`src/rtl/md_pkg.sv`:
```
// Shared definitions for the iterative multiply/divide unit.
// Holds the FSM state encoding, operation codes and iteration constants.
package md_pkg;

  localparam int MD_WIDTH = 32;
  localparam int MD_ITER  = MD_WIDTH;
  localparam int MD_CNT_W = 6;

  localparam logic MD_OP_MULT = 1'b0;
  localparam logic MD_OP_DIV  = 1'b1;

  typedef enum logic [2:0] {
    IDLE = 3'd0,
    RUN  = 3'd1,
    FIX  = 3'd2,
    ZERO = 3'd3,
    DONE = 3'd4
  } md_state_t;

endpackage

```
`src/rtl/md_iter_step.sv`:
```
// One combinational iteration of the multiply/divide datapath.
// Accumulator layout: upper WIDTH+2 bits are the partial product / partial
// remainder, lower WIDTH bits hold the multiplier (shifted out) or the
// dividend (shifted out) with quotient bits shifted in.
module md_iter_step
  import md_pkg::*;
#(
  parameter int WIDTH = MD_ITER
) (
  input  logic [2*WIDTH+1:0] acc,
  input  logic [WIDTH:0]     operand,
  input  logic               md_op,
  output logic [2*WIDTH+1:0] acc_next,
  output logic               q_bit
);

  logic [WIDTH+1:0] upper;
  logic [WIDTH-1:0] lower;
  logic [WIDTH+1:0] sum;
  logic [WIDTH+1:0] shl_upper;
  logic [WIDTH+2:0] diff;

  // Shift-add for multiply, restoring subtract for divide.
  always_comb begin
    upper     = acc[2*WIDTH+1:WIDTH];
    lower     = acc[WIDTH-1:0];
    sum       = upper;
    shl_upper = '0;
    diff      = '0;
    q_bit     = 1'b0;
    acc_next  = acc;
    if (md_op == MD_OP_MULT) begin
      if (lower[0]) begin
        sum = upper + {1'b0, operand};
      end
      acc_next = {1'b0, sum, lower[WIDTH-1:1]};
    end else begin
      shl_upper = {upper[WIDTH:0], lower[WIDTH-1]};
      diff      = {1'b0, shl_upper} - {2'b00, operand};
      q_bit     = ~diff[WIDTH+2];
      acc_next  = {(q_bit ? diff[WIDTH+1:0] : shl_upper), lower[WIDTH-2:0], q_bit};
    end
  end

endmodule

```
`src/rtl/md_unit.sv`:
```
// Iterative signed multiply/divide unit.
// Started by MdCtrl from the control unit; results land in Hi/Lo after
// WIDTH shift/subtract iterations plus a sign-fix cycle. Divide by zero
// short-circuits to DONE with div_zero pulsed and Hi/Lo left untouched.
// Optional macro MD_UNSIGNED_EN enables multu/divu via md_unsigned.
//
// state | meaning
// IDLE  | waiting for MdCtrl
// RUN   | one multiply/divide iteration per cycle
// FIX   | apply result signs, write Hi/Lo
// ZERO  | divisor was zero, no result written
// DONE  | one-cycle completion pulse
module md_unit
  import md_pkg::*;
#(
  parameter int WIDTH = MD_ITER
) (
  input  logic             clk,
  input  logic             reset,
  input  logic             MdCtrl,
  input  logic             md_op,
  input  logic             md_unsigned,
  input  logic [WIDTH-1:0] a_in,
  input  logic [WIDTH-1:0] b_in,
  output logic [WIDTH-1:0] Hi,
  output logic [WIDTH-1:0] Lo,
  output logic             md_busy,
  output logic             md_done,
  output logic             div_zero
);

  localparam logic [MD_CNT_W-1:0] LAST_ITER = MD_CNT_W'(WIDTH - 1);

  md_state_t            state, state_next;
  logic [MD_CNT_W-1:0]  cnt;
  logic [2*WIDTH+1:0]   acc, acc_next;
  logic [WIDTH:0]       opnd;
  logic                 op_r, neg_q, neg_r, dz_r;
  logic                 q_bit;

  logic                 signed_mode;
  logic                 sign_a, sign_b;
  logic [WIDTH:0]       mag_a, mag_b;
  logic                 zero_div;

  logic [2*WIDTH-1:0]   prod_fix;
  logic [WIDTH-1:0]     quot_fix, rem_fix;
  logic                 unused_bits;

`ifdef MD_UNSIGNED_EN
  assign signed_mode = ~md_unsigned;
`else
  logic unused_unsigned;
  assign signed_mode     = 1'b1;
  assign unused_unsigned = md_unsigned;
`endif

  // Magnitudes are kept WIDTH+1 bits wide so -2^(WIDTH-1) is representable.
  always_comb begin
    sign_a   = signed_mode & a_in[WIDTH-1];
    sign_b   = signed_mode & b_in[WIDTH-1];
    mag_a    = sign_a ? ({1'b0, ~a_in} + (WIDTH+1)'(1)) : {1'b0, a_in};
    mag_b    = sign_b ? ({1'b0, ~b_in} + (WIDTH+1)'(1)) : {1'b0, b_in};
    zero_div = (md_op == MD_OP_DIV) && (b_in == '0);
  end

  md_iter_step #(.WIDTH(WIDTH)) u_step (
    .acc      (acc),
    .operand  (opnd),
    .md_op    (op_r),
    .acc_next (acc_next),
    .q_bit    (q_bit)
  );

  // Sign fix on the final magnitudes; -2^31 / -1 wraps naturally here.
  always_comb begin
    prod_fix = neg_q ? (~acc[2*WIDTH-1:0] + (2*WIDTH)'(1)) : acc[2*WIDTH-1:0];
    quot_fix = neg_q ? (~acc[WIDTH-1:0] + WIDTH'(1)) : acc[WIDTH-1:0];
    rem_fix  = neg_r ? (~acc[2*WIDTH-1:WIDTH] + WIDTH'(1)) : acc[2*WIDTH-1:WIDTH];
  end

  // Quotient bits already live in acc; the carry-guard bits never hold result data.
  assign unused_bits = ^{q_bit, acc[2*WIDTH+1:2*WIDTH]};

  // State register.
  always_ff @(posedge clk) begin
    if (reset) begin
      state <= IDLE;
    end else begin
      state <= state_next;
    end
  end

  // Next-state and status outputs.
  always_comb begin
    state_next = state;
    md_busy    = 1'b0;
    md_done    = 1'b0;
    div_zero   = 1'b0;
    case (state)
      IDLE: begin
        if (MdCtrl) begin
          state_next = zero_div ? ZERO : RUN;
        end
      end
      RUN: begin
        md_busy = 1'b1;
        if (cnt == LAST_ITER) begin
          state_next = FIX;
        end
      end
      FIX: begin
        md_busy    = 1'b1;
        state_next = DONE;
      end
      ZERO: begin
        md_busy    = 1'b1;
        state_next = DONE;
      end
      DONE: begin
        md_done    = 1'b1;
        div_zero   = dz_r;
        state_next = IDLE;
      end
      default: state_next = IDLE;
    endcase
  end

  // Operand capture, iteration, and Hi/Lo write-back.
  always_ff @(posedge clk) begin
    if (reset) begin
      cnt   <= '0;
      acc   <= '0;
      opnd  <= '0;
      op_r  <= MD_OP_MULT;
      neg_q <= 1'b0;
      neg_r <= 1'b0;
      dz_r  <= 1'b0;
      Hi    <= '0;
      Lo    <= '0;
    end else begin
      case (state)
        IDLE: begin
          if (MdCtrl) begin
            cnt   <= '0;
            op_r  <= md_op;
            neg_q <= sign_a ^ sign_b;
            neg_r <= sign_a;
            dz_r  <= zero_div;
            if (md_op == MD_OP_DIV) begin
              opnd <= mag_b;
              acc  <= {{(WIDTH+2){1'b0}}, mag_a[WIDTH-1:0]};
            end else begin
              opnd <= mag_a;
              acc  <= {{(WIDTH+2){1'b0}}, mag_b[WIDTH-1:0]};
            end
          end
        end
        RUN: begin
          acc <= acc_next;
          cnt <= cnt + MD_CNT_W'(1);
        end
        FIX: begin
          if (op_r == MD_OP_DIV) begin
            Hi <= rem_fix;
            Lo <= quot_fix;
          end else begin
            Hi <= prod_fix[2*WIDTH-1:WIDTH];
            Lo <= prod_fix[WIDTH-1:0];
          end
        end
        default: ;
      endcase
    end
  end

endmodule

```
`config.mk`:
```
export PLATFORM = sky130hd
export DESIGN_NAME = md_unit
export DESIGN_NICKNAME = d
export VERILOG_FILES = /design/src/rtl/md_pkg.sv /design/src/rtl/md_iter_step.sv /design/src/rtl/md_unit.sv
export SDC_FILE = /design/constraint.sdc
export NUM_CORES = 1
export LEC_CHECK = 0
export ABC_CLOCK_PERIOD_IN_PS = 5800
export CORE_ASPECT_RATIO = 0.6
export CORE_MARGIN = 5
export CORE_UTILIZATION = 25
export CTS_BUF_LIST = sky130_fd_sc_hd__clkbuf_16
export DETAILED_ROUTE_END_ITERATION = 10
export PLACE_DENSITY = 0.48
export SYNTH_ARGS = -nofsm -noshare
export SYNTH_HDL_FRONTEND = slang
export SYNTH_SLANG_ARGS = --single-unit
```
`constraint.sdc`:
```
create_clock -name clk -period 5.8 [get_ports clk]
set_input_delay 1.16 -clock clk [delete_from_list [all_inputs] [get_ports clk]]
set_output_delay 1.16 -clock clk [all_outputs]
set_load 0.03 [all_outputs]
```
==> results by group <==
Critical path
  • Crit path top cell by count: o31ai_1
  • Crit Path Max Fanout: 6
  • Crit path buffers/inverters: 0
  • CP delay by family, top: compound AO/OA/AOI/OAI gates
  • Reg2Reg Depth: 11
  • FF-to-FF End: acc[59]
  • RR Startpoint: acc[32]
  • Cell Chain, Critical Path: ha_1 -> fa_1 -> a21oi_1 -> nand4b_1 -> a2111oi_0 -> nor4_1 -> o31ai_1 -> a211oi_1 -> o31ai_1 -> mux2i_1 -> o21ai_0
  • Critical path class: flip-flop to flip-flop
  • Slowest cell delay on critical path: 0.81 ns
  • R2R Setup Slk: 1.34 ns
  • CP max stage cell: a2111oi_0
  • Crit start category: flip-flop
  • CP endpoint kind: flip-flop
  • CP Data Arrival Time: 4.81 ns
  • CP required: 6.15 ns

Layout
  • Post-layout nets: 2233
  • P&R area growth vs syn: 18.28%
  • Most common cell after layout, fill and taps aside: a21oi_1
  • Layout cells sized above 1: 0.05133
  • Finished Layout Cells: 2887
  • Most frequent cells in the layout: a21oi_1 (233), nand2_1 (222), nor2_1 (206), dfxtp_1 (174), clkdlybuf4s50_1 (132)
  • Final Util: 0.2987

Min path
  • Hold wc startpoint: Hi[31]
  • Hold Path Sink: Hi[31]
  • Min-delay worst type: flip-flop to flip-flop
  • Hold depth: 2

Synth
  • Top_reg_cell synth: dfxtp_1
  • Multiplexer area fraction after synthesis: 0.05546
  • Synthesized instance count: 2043
  • Asr flop ratio synth: 0
  • Post-Syn Area per Cell: 7.310 sq um
  • Synth Register Bits: 176
  • Sequential element share of the synthesized area: 0.2359
  • Synth unique cells: 83
  • Yosys warnings: 0
  • EDFF count, synth: 0
  • Post-synthesis simple-gate area fraction: 0.2126
  • Compound-Gate Fraction of Synth Area: 0.2812
  • Synthesized area: 14930 sq um
  • Post-synthesis adder-cell area fraction: 0.06216
  • Largest family of logic cells by synthesized area: compound AO/OA/AOI/OAI gates
  • Post-Synth XOR/XNOR Area: 0.09794
  • Syn_nets: 2185

STA
  • Final hold violations: 0
  • Final setup viols: 0
  • Period utilisation layout: 0.7689
  • Final WS setup: 1.340 ns
  • Max-slew violation count: 0
  • Fmax: 224.2 MHz
  • Setup_tns: 0 ns
  • Worst Tran Pin Value: 1.235 ns
  • Max-slew headroom: 0.1739
  • Post-layout min period: 4.460 ns
  • Max Clock Skew: 0.01731 ns
  • RSZ-0062 raised after global routing: no

Clock network
  • CTS root buffer: clkbuf_16
  • CTS Buf Count: 17
  • Clk Latency, worst-skew pair: 0.47 ns
  • Post-CTS Hold Buffers: 0
  • TritonCTS clock tree: done
  • Reg clk slew, reported paths: 0.08 ns
  • # H-tree levels: 4
  • Clock buffer depth: 2
  • Setup Fix Bufs, Post-CTS: 0
  • Post_cts resized: 0
  • CTS sink cnt: 176

Detailed routing
  • Post-route ant nets: 0
  • Vias/cell: 5.343
  • Remaining DRCs: 0
  • DR vias: 15424
  • DR pass1 iterations: 5
  • Initial drt markers: 1633
  • Wirelength per Cell: 21.08 um
  • Final wirelength: 60850 um

GRT
  • Initial antenna violation count: 1
  • GRT Resource Usage Total: 0.1790
  • Largest net degree at the start of global routing: 105
  • Remaining Overflow, GRT: 0
  • Vias in the first global route: 14069
  • First-pass GRT wire length: 89380 um

Floorplan
  • Die Y-Extent: 199.3 um
  • Ports: 136
  • Die area: 64890 sq um
  • Core Footprint: 59140 sq um
  • Die width: 325.5 um
  • Site Rows: 69
  • Initial Utilization: 0.2525

Power and ir drop
  • Cell Pwr Density: 227.6 nW/um^2
  • Leakage: 6.438 nW
  • VDD IR max: 0.0001849 V

Place
  • DP Cell Count: 2853
  • Placer Congestion: 0.9383
  • Input/output buffers: 134
  • Pre-CTS WS: 1.052 ns
  • DP Wirelength: 48160 um

Outcome
  • Status: finished, final reports clean

Flow run
  • Number of max-cap violations: 0
[layer usage]
layer / up-vias / wire length, um / track usage
met5: - / 0 / 0
li1: 7499 / - / -
met4: 0 / 502 / 0.02352
met2: 543 / 22080 / 0.2280
met3: 38 / 6866 / 0.06534
met1: 7344 / 31400 / 0.2839
[sequential cells by signal, indices dropped and copies added (netlist names)]
name and count:
neg_r 1, op_r 1, acc 66, dz_r 1, cnt 6, state 3, Hi 32, Lo 32
neg_q 1, opnd 33
[synthesized netlist by cell type, types with 39 or more instances]
master | number | area share
a211oi_1 | 70 | 0.035
a21oi_1 | 233 | 0.078
clkbuf_1 | 131 | 0.033
dfxtp_1 | 176 | 0.24
ha_1 | 71 | 0.059
inv_1 | 70 | 0.018
mux2i_1 | 76 | 0.051
nand2_1 | 222 | 0.056
nor2_1 | 208 | 0.052
o211ai_1 | 39 | 0.020
o21ai_0 | 115 | 0.039
xnor2_1 | 90 | 0.053
xor2_1 | 77 | 0.045
[cells by family after synthesis]
family | after synthesis
xor gates and xnor gates | 167
AOI/OAI and AO/OA | 660
buffers and inverters | 214
and+or+nand+nor | 671
muxes | 82
DFF | 176
adders and majority gates | 73
[cell type report]
type / count / area (sq um)
multi-input combinational: 1653 / 10620
fill: 6355 / 41470
timing repair buffer: 172 / 1619
antenna: 2 / 5.005
sequential: 176 / 3528
clock inverter: 15 / 221.5
inverter: 71 / 266.5
tap: 781 / 977.2
clock buffer: 17 / 425.4
[metrics by stage]
| step | hold slack [ns] | total power, mW | area [sq um] |
|---|---|---|---|
| after floorplan | 0.4274 | 2.249 | 14930 |
| after global placement | 0.4415 | 2.689 | 17010 |
| after detailed placement | 0.4448 | 2.697 | 17010 |
| after CTS | 0.4570 | 4.023 | 17660 |
| after global routing | 0.4814 | 4.209 | 17660 |
| final | 0.4554 | 4.020 | 17660 |
[power by group]
| group | internal, mW | total (mW) | switching (mW) |
|---|---|---|---|
| Combinational | 0.502 | 1.35 | 0.844 |
| Clock | 0.704 | 1.32 | 0.614 |
| Sequential | 1.26 | 1.36 | 0.0998 |
| Total | 2.46 | 4.02 | 1.56 |
[worst reg2reg max path, delay by kind of cell, from the launching register on]
kind / cells / cell delay (ns)
compound gates: 6 / 2.46
fa+ha+maj: 2 / 0.63
flops: 1 / 0.54
mux: 1 / 0.23
simple gates: 2 / 0.48
[worst max-delay path by stage]
stage,startpoint,endpoint,slack [ns],cells after the start
CTS,acc[32],acc[59],1.44,11
finish,acc[32],acc[59],1.34,11
global placement,b_in[10],acc[30],1.05,9
global route,acc[32],acc[59],1.01,11
detailed placement,b_in[10],dz_r,1.05,8
floorplan,b_in[3],opnd[27],2.21,9
Note: power is estimated with default switching activity, not from simulation.
